`src/rtl/vga_scan_ctrl.sv`:
```
// VGA raster scan controller: pixel/line counters, registered syncs,
// visible/valid flag, image-window address generation and RGB capture.
//
// Ports:
//   clk, rst             - clock, synchronous active-high reset
//   pix_ce               - pixel clock enable; timing advances only when high
//   vga_data[23:0]       - pixel {R,G,B} from source, combinational on h/v_addr
//   h_addr[9:0]          - requested column (0 outside the image window)
//   v_addr[8:0]          - requested row (0 outside the image window)
//   hsync, vsync         - registered, active-low syncs
//   valid                - registered, high in the visible area
//   vga_r/g/b[7:0]       - registered colour, 0 outside the image window
//   frame_start          - one clk pulse aligned with output pixel (0,0)
module vga_scan_ctrl #(
  parameter int H_ACTIVE = 640,
  parameter int H_FP     = 16,
  parameter int H_SYNC   = 96,
  parameter int H_BP     = 48,
  parameter int V_ACTIVE = 480,
  parameter int V_FP     = 10,
  parameter int V_SYNC   = 2,
  parameter int V_BP     = 33,
  parameter int IMG_W    = 256,
  parameter int IMG_H    = 192
) (
  input  logic        clk,
  input  logic        rst,
  input  logic        pix_ce,
  input  logic [23:0] vga_data,
  output logic [9:0]  h_addr,
  output logic [8:0]  v_addr,
  output logic        hsync,
  output logic        vsync,
  output logic        valid,
  output logic [7:0]  vga_r,
  output logic [7:0]  vga_g,
  output logic [7:0]  vga_b,
  output logic        frame_start
);

  localparam int H_TOTAL = H_ACTIVE + H_FP + H_SYNC + H_BP;
  localparam int V_TOTAL = V_ACTIVE + V_FP + V_SYNC + V_BP;

  localparam logic [9:0] H_LAST = 10'(H_TOTAL - 1);
  localparam logic [9:0] V_LAST = 10'(V_TOTAL - 1);
  localparam logic [9:0] H_VIS  = 10'(H_ACTIVE);
  localparam logic [9:0] V_VIS  = 10'(V_ACTIVE);
  localparam logic [9:0] H_IMG  = 10'(IMG_W);
  localparam logic [9:0] V_IMG  = 10'(IMG_H);
  localparam logic [9:0] HS_BEG = 10'(H_ACTIVE + H_FP);
  localparam logic [9:0] HS_END = 10'(H_ACTIVE + H_FP + H_SYNC - 1);
  localparam logic [9:0] VS_BEG = 10'(V_ACTIVE + V_FP);
  localparam logic [9:0] VS_END = 10'(V_ACTIVE + V_FP + V_SYNC - 1);

  logic [9:0] h_cnt;
  logic [9:0] v_cnt;
  logic       h_end;
  logic       v_end;
  logic       vis;
  logic       img;
  logic       hs_on;
  logic       vs_on;

  assign h_end = (h_cnt == H_LAST);
  assign v_end = (v_cnt == V_LAST);
  assign vis   = (h_cnt < H_VIS) && (v_cnt < V_VIS);
  assign img   = vis && (h_cnt < H_IMG) && (v_cnt < V_IMG);
  assign hs_on = (h_cnt >= HS_BEG) && (h_cnt <= HS_END);
  assign vs_on = (v_cnt >= VS_BEG) && (v_cnt <= VS_END);

  // Address is forced to 0 outside the window so the source never
  // sees an out-of-range request.
  assign h_addr = img ? h_cnt : '0;
  assign v_addr = img ? v_cnt[8:0] : '0;

  always_ff @(posedge clk) begin
    if (rst) begin
      h_cnt       <= '0;
      v_cnt       <= '0;
      hsync       <= 1'b1;
      vsync       <= 1'b1;
      valid       <= 1'b0;
      vga_r       <= '0;
      vga_g       <= '0;
      vga_b       <= '0;
      frame_start <= 1'b0;
    end else if (pix_ce) begin
      h_cnt <= h_end ? '0 : h_cnt + 10'd1;
      if (h_end) begin
        v_cnt <= v_end ? '0 : v_cnt + 10'd1;
      end
      hsync       <= ~hs_on;
      vsync       <= ~vs_on;
      valid       <= vis;
      {vga_r, vga_g, vga_b} <= img ? vga_data : 24'h0;
      frame_start <= (h_cnt == '0) && (v_cnt == '0);
    end else begin
      // Everything else holds; the pulse must last one clk only.
      frame_start <= 1'b0;
    end
  end

endmodule

```
`config.mk`:
```
export PLATFORM = sky130hd
export DESIGN_NAME = vga_scan_ctrl
export DESIGN_NICKNAME = d
export VERILOG_FILES = /design/src/rtl/vga_scan_ctrl.sv
export SDC_FILE = /design/constraint.sdc
export NUM_CORES = 1
export LEC_CHECK = 0
export CAP_MARGIN = 20
export CORE_MARGIN = 1.5
export CORE_UTILIZATION = 47
export CTS_BUF_LIST = sky130_fd_sc_hd__clkbuf_4 sky130_fd_sc_hd__clkbuf_8
export DETAILED_ROUTE_END_ITERATION = 8
export PLACE_DENSITY = 0.81
export RECOVER_POWER = 100
export SLEW_MARGIN = 15
export SYNTH_ARGS = -nofsm -noshare
export SYNTH_HDL_FRONTEND = slang
export SYNTH_SLANG_ARGS = --single-unit
```
`constraint.sdc`:
```
create_clock -name clk -period 2.8 [get_ports clk]
set_input_delay 0.28 -clock clk [delete_from_list [all_inputs] [get_ports clk]]
set_output_delay 0.28 -clock clk [all_outputs]
set_load 0.1 [all_outputs]
```
==> results of run 1 <==
[cells by family (layout without fill, tap and decap cells)]
group           after synthesis  after routing  share of synthesized area, %
fa+ha+maj                     4              4                         2.203
xor+xnor                      9              9                         3.469
simple gates                132            132                         33.48
other cells                   1              3                        0.1650
flops                        48             48                         42.29
mux                           1              1                        0.4405
compound gates               48             48                         11.29
buf+inv                      33             89                         6.663
[path summary, 6_finish.rpt]
check	from	endpoint	slack, ns	cells past startpoint
max	v_cnt[9]	h_addr[5]	0.30	4
min	vga_r[7]	vga_r[7]	0.47	2
max reg2reg	h_cnt[0]	v_cnt[9]	0.35	6
min reg2reg	vga_r[7]	vga_r[7]	0.47	2
[layout make-up]
type	instances	area share (%)
inverter	8	0.9963
sequential	48	31.88
multi-input combinational	197	38.73
clock inverter	1	0.1660
clock buffer	6	2.532
timing repair buffer	74	23.45
tap	54	2.242
[state kept, by name (all words and copies together) (netlist names)]
| register | count |
|---|---|
| v_cnt | 10 |
| vsync | 1 |
| valid | 1 |
| hsync | 1 |
| h_cnt | 10 |
| vga_g | 8 |
| frame_start | 1 |
| vga_b | 8 |
| vga_r | 8 |
[synthesized netlist by cell type, drive strengths merged, types with 2 or more instances]
cell type / count
dfxtp: 48
a21oi: 36
nand3: 29
nand2b: 26
clkbuf: 19
and2: 17
nor2: 12
nand4: 10
inv: 8
nand2: 8
or3: 8
o21ai: 7
buf: 6
nor3: 5
xnor2: 5
ha: 4
nor4: 4
xor2: 4
or4: 3
and4: 2
nor4b: 2
[layer usage]
layer  GRT usage, %  vias up  wire [um]
met5              0        -          0
met4          9.015        0        123
met3          5.000       13        233
met2          32.72       58       2540
met1          24.38      990       2449
li1               -     1060          -
[through the flow]
stage	std cells	cell area [sq um]
finish	388	3014
global route	388	3014
CTS	388	3132
detailed placement	381	3050
global placement	381	3050
floorplan	278	2280
[report_power, final]
group	internal (W)	switching [W]
sequential	0.000706	0.0000152
clock	0.000180	0.000218
combinational	0.0000815	0.000249
[worst max-delay path, cell delays in order (launching register included)]
cell and delay, ns:
dfxtp_1 0.36, or4_1 0.58, a21oi_2 0.50, and2_0 0.29
buf_12 0.20
==> flow_summary.yaml, run 1 <==
floorplanning:
  rows: 25
  ios: 74
  die_h_um: 72.53
  coreArea_sq_um: 4692
  dieArea_sq_um: 5261
  start_util_pct: 48.43
  dieWidth_um: 72.53
clock_network:
  numCtsBuffers: 5
  htreeDepth: 2
  cts_resized: 0
  cts_max_path_buffers: 2
  cts_tree: "yes"
  clk_pin_slew_ns: 0.08
  hold_buffers: 0
  ctsRootBufferMaster: "clkbuf_8"
  clkLatencyLatePin_ns: 0.30
  post_cts_buffers: 0
  clock-sinks: 48
place:
  place_hpwl_um: 3764
  place_ws_ns: 0.3074
  gp_congestion: 0.8499
  numPortBuffers: 70
critical_path:
  start_kind: "flip-flop"
  path_max_fanout: 17
  worst-setup-path-type: "reg -> out"
  worstPathRequired_ns: 2.52
  crit_arrival_ns: 2.22
  end_kind: "output pin"
power_and_ir_drop:
  p_leak_nw: 1.050
  power_w: 0.001450
  p_per_area_nw_per_um2: 480.9
  vdd_drop_max_uv: 333.1
logic_synthesis:
  synth_top_area_cell: "dfxtp_1"
  syn_avg_cell_area_sq_um: 8.233
  async_flop_share_pct: 0
  synth_flop_cell: "dfxtp_1"
  synth_edf_count: 0
  ys_warn_count: 0
  synth_cells: 276
  synth_seq_cells: 48
  seq_area_frac_synth_pct: 42.29
  syn_area_sq_um: 2272
  synth_top_cell_area_share_pct: 42.29
  ys_types: 38
  ys_top_cells_by_area: "dfxtp_1 (42%), a21oi_1 (7.9%), nand2b_1 (7.2%)"
timing:
  setup_viol: 0
  drv_slew: 0
  finalHoldViolations: 0
  clock_skew_ns: 0.003781
  rsz0062_at_grt: "no"
  holdWs_ns: 0.4704
  final.setup.worst_slack_ns: 0.3021
  relSlewSlack_pct: 19.76
  min_period_ns: 2.498
  worstMarginPinSlew_ns: 1.209
  finalSetupTns_ns: 0
  max_freq_mhz: 400.3
  period_share_pct: 89.21
hold_path:
  hold_class: "reg -> reg"
route:
  drt_iter0_drc: 153
  drtAntennaViolNets: 0
  wl_um: 5347
  dr.pass1.iters: 4
  dr_total_vias: 2121
  wire_per_inst_um: 13.78
  drcViolationCount: 0
  detail_route.vias_per_cell: 5.466
global_route:
  grt_max_degree: 61
  grt.total_usage_pct: 19.87
  grt_pass1_vias: 1874
  grt_overflow_total: 0
  antenna_found_initial: 0
  grt_pass1_wl_um: 8300
layout:
  syn2layout_area_growth_pct: 32.65
  final_common_cell: "dfxtp_1"
  layout_common_cells: "dfxtp_1 (48), a21oi_1 (35), nand3_1 (29), clkbuf_1 (29), nand2b_1 (26)"
  n_fill_cell: 427
  final_nets: 365
  multiInputGateArea_sq_um: 1167
  drive_gt1_share_pct: 8.982
  final_util_pct: 64.24
  insertedDiodeCount: 0
  seq_area_sq_um: 960.9
run_status:
  status: "complete, no violations"
run:
  drv_cap: 0
Power figures use the tool's default switching activity.
==> run 2, diff against run 1 <==
--- a/config.mk
+++ b/config.mk
@@ -6,7 +6,7 @@
 export NUM_CORES = 1
 export LEC_CHECK = 0
 export CAP_MARGIN = 20
-export CORE_MARGIN = 1.5
+export CORE_MARGIN = 5
 export CORE_UTILIZATION = 47
 export CTS_BUF_LIST = sky130_fd_sc_hd__clkbuf_4 sky130_fd_sc_hd__clkbuf_8
 export DETAILED_ROUTE_END_ITERATION = 8
==> flow_summary.yaml, run 2 (synthesis gave the netlist of run 1 again) <==
floorplanning:
  coreArea_sq_um: 4723
  die_h_um: 79.53
  dieArea_sq_um: 6325
  rows: 25
  dieWidth_um: 79.53
  ios: 74
  start_util_pct: 48.11
layout:
  final_nets: 367
  n_fill_cell: 431
  final_common_cell: "dfxtp_1"
  largestRegisters: "h_cnt x10, v_cnt x10"
  syn2layout_area_growth_pct: 32.43
  insertedDiodeCount: 0
  layout_common_cells: "dfxtp_1 (48), a21oi_1 (35), nand3_1 (29)"
  seq_area_sq_um: 960.9
  drive_gt1_share_pct: 10.09
  final_util_pct: 63.71
  multiInputGateArea_sq_um: 1167
timing:
  relSlewSlack_pct: 20.11
  min_period_ns: 2.612
  rsz0062_at_grt: "no"
  setup_viol: 0
  max_freq_mhz: 382.8
  finalHoldViolations: 0
  worstMarginPinSlew_ns: 1.204
  finalSetupTns_ns: 0
  period_share_pct: 93.29
  clock_skew_ns: 0.006106
  drv_slew: 0
hold_path:
  hold_start: "vga_r[1]"
  whs_path_depth: 2
  hold_class: "reg -> reg"
route:
  drt_iter0_drc: 146
  wire_per_inst_um: 14.10
  dr_total_vias: 2082
  wl_um: 5697
  drcViolationCount: 0
  detail_route.vias_per_cell: 5.153
  drtAntennaViolNets: 0
  dr.pass1.iters: 4
clock_network:
  cts_tree: "yes"
  htreeDepth: 2
  clock-sinks: 48
  numCtsBuffers: 5
  clk_pin_slew_ns: 0.09
  post_cts_buffers: 0
  cts_max_path_buffers: 2
  cts_resized: 0
  ctsRootBufferMaster: "clkbuf_8"
  clkLatencyLatePin_ns: 0.30
  hold_buffers: 0
power_and_ir_drop:
  p_leak_nw: 1.066
  p_sw_share_pct: 33.81
  p_sw_w: 0.0005046
  clkPwrFrac_pct: 29.6
  p_per_area_nw_per_um2: 496.0
  intPower_w: 0.0009881
  pwr-share-seq_pct: 48.3
  combPwrFrac_pct: 22.0
  vdd_drop_max_uv: 283.5
place:
  gp_congestion: 0.8518
  numPortBuffers: 70
  place_hpwl_um: 4056
run_status:
  status: "complete, no violations"
critical_path:
  path_max_fanout: 13
  slowest_delay_ns: 0.57
  critPathSlowestCell: "or4_1"
  reg2reg_from: "h_cnt[5]"
  worst-r2r-cell-count: 4
  crit_arrival_ns: 2.33
  r2r_setup_slack_ns: 0.40
  crit_cells: 5
  crit_family: "simple AND/OR/NAND/NOR gates"
  worst-setup-path-type: "reg -> out"
  cp-startpoint: "v_cnt[9]"
  crit_top_cell: "buf_4"
  start_kind: "flip-flop"
  path_buf_inv: 2
  end_kind: "output pin"
  worstPathCellList: "or4_1 > a21oi_2 > buf_4 > and2_1 > buf_4"
  worstPathRequired_ns: 2.52
global_route:
  antenna_found_initial: 0
  grt_overflow_total: 0
  grt_pass1_wl_um: 9142
  grt.total_usage_pct: 18.10
  grt_max_degree: 61
  grt_pass1_vias: 1949
run:
  drv_cap: 0
run 2: cell count changes in the layout (fill, tap and decap cells not counted):
cell,previous run,this run
clkbuf_8,5,6
buf_4,1,7
buf_6,0,2
and2_0,16,6
and2_1,1,11
buf_12,16,11
inv_6,0,1
clkbuf_4,1,0
clkbuf_1,29,28
run 2: area by class of cell:
cell class / instances / share of cell area (%)
clock buffers: 6 / 2.744
clock inverters: 2 / 0.4574
inverters: 8 / 0.9979
multi-input cells: 197 / 38.79
flip-flops and latches: 48 / 31.93
well taps: 67 / 2.786
repair buffers: 76 / 22.29
run 2: path summary, 6_finish.rpt:
check,to
worst max-delay path,h_addr[4]
worst min-delay path,vga_r[1]
worst max register to register,v_cnt[8]
worst min register to register,vga_r[1]
run 2: power groups by stage:
stage	Sequential [W]	Clock (W)	Combinational, W
floorplan	0.000885	0	0.000105
global placement	0.000736	0	0.000347
detailed placement	0.000738	0	0.000350
CTS	0.000722	0.000451	0.000351
global route	0.000725	0.000484	0.000345
finish	0.000722	0.000442	0.000329
run 2: metal layers:
| layer | up-vias | track usage [%] | wire (um) |
|---|---|---|---|
| met5 | - | 0 | 0 |
| met4 | 0 | 7.560 | 127 |
| met3 | 11 | 4.966 | 360 |
| met2 | 64 | 28.71 | 2736 |
| met1 | 941 | 23.03 | 2473 |
| li1 | 1066 | - | - |
run 2: tightest hold or removal path, delay by kind of cell, from the launching register on:
family          cells  cell delay [ns]
flops               1             0.32
simple gates        1             0.06
compound gates      1             0.05
run 2: stage by stage:
stage | cell area (sq um) | setup WS, ns | hold slack (ns) | cells | total power [W]
after detailed placement | 3082 | 0.5414 | 0.4593 | 396 | 0.001088
after CTS | 3178 | 0.1957 | 0.4746 | 404 | 0.001524
after global routing | 3009 | 0.04297 | 0.4939 | 404 | 0.001553
final | 3009 | 0.1879 | 0.4705 | 404 | 0.001493
after global placement | 3082 | 0.5564 | 0.4544 | 396 | 0.001083
after floorplan | 2280 | 0.4236 | 0.4476 | 278 | 0.0009904
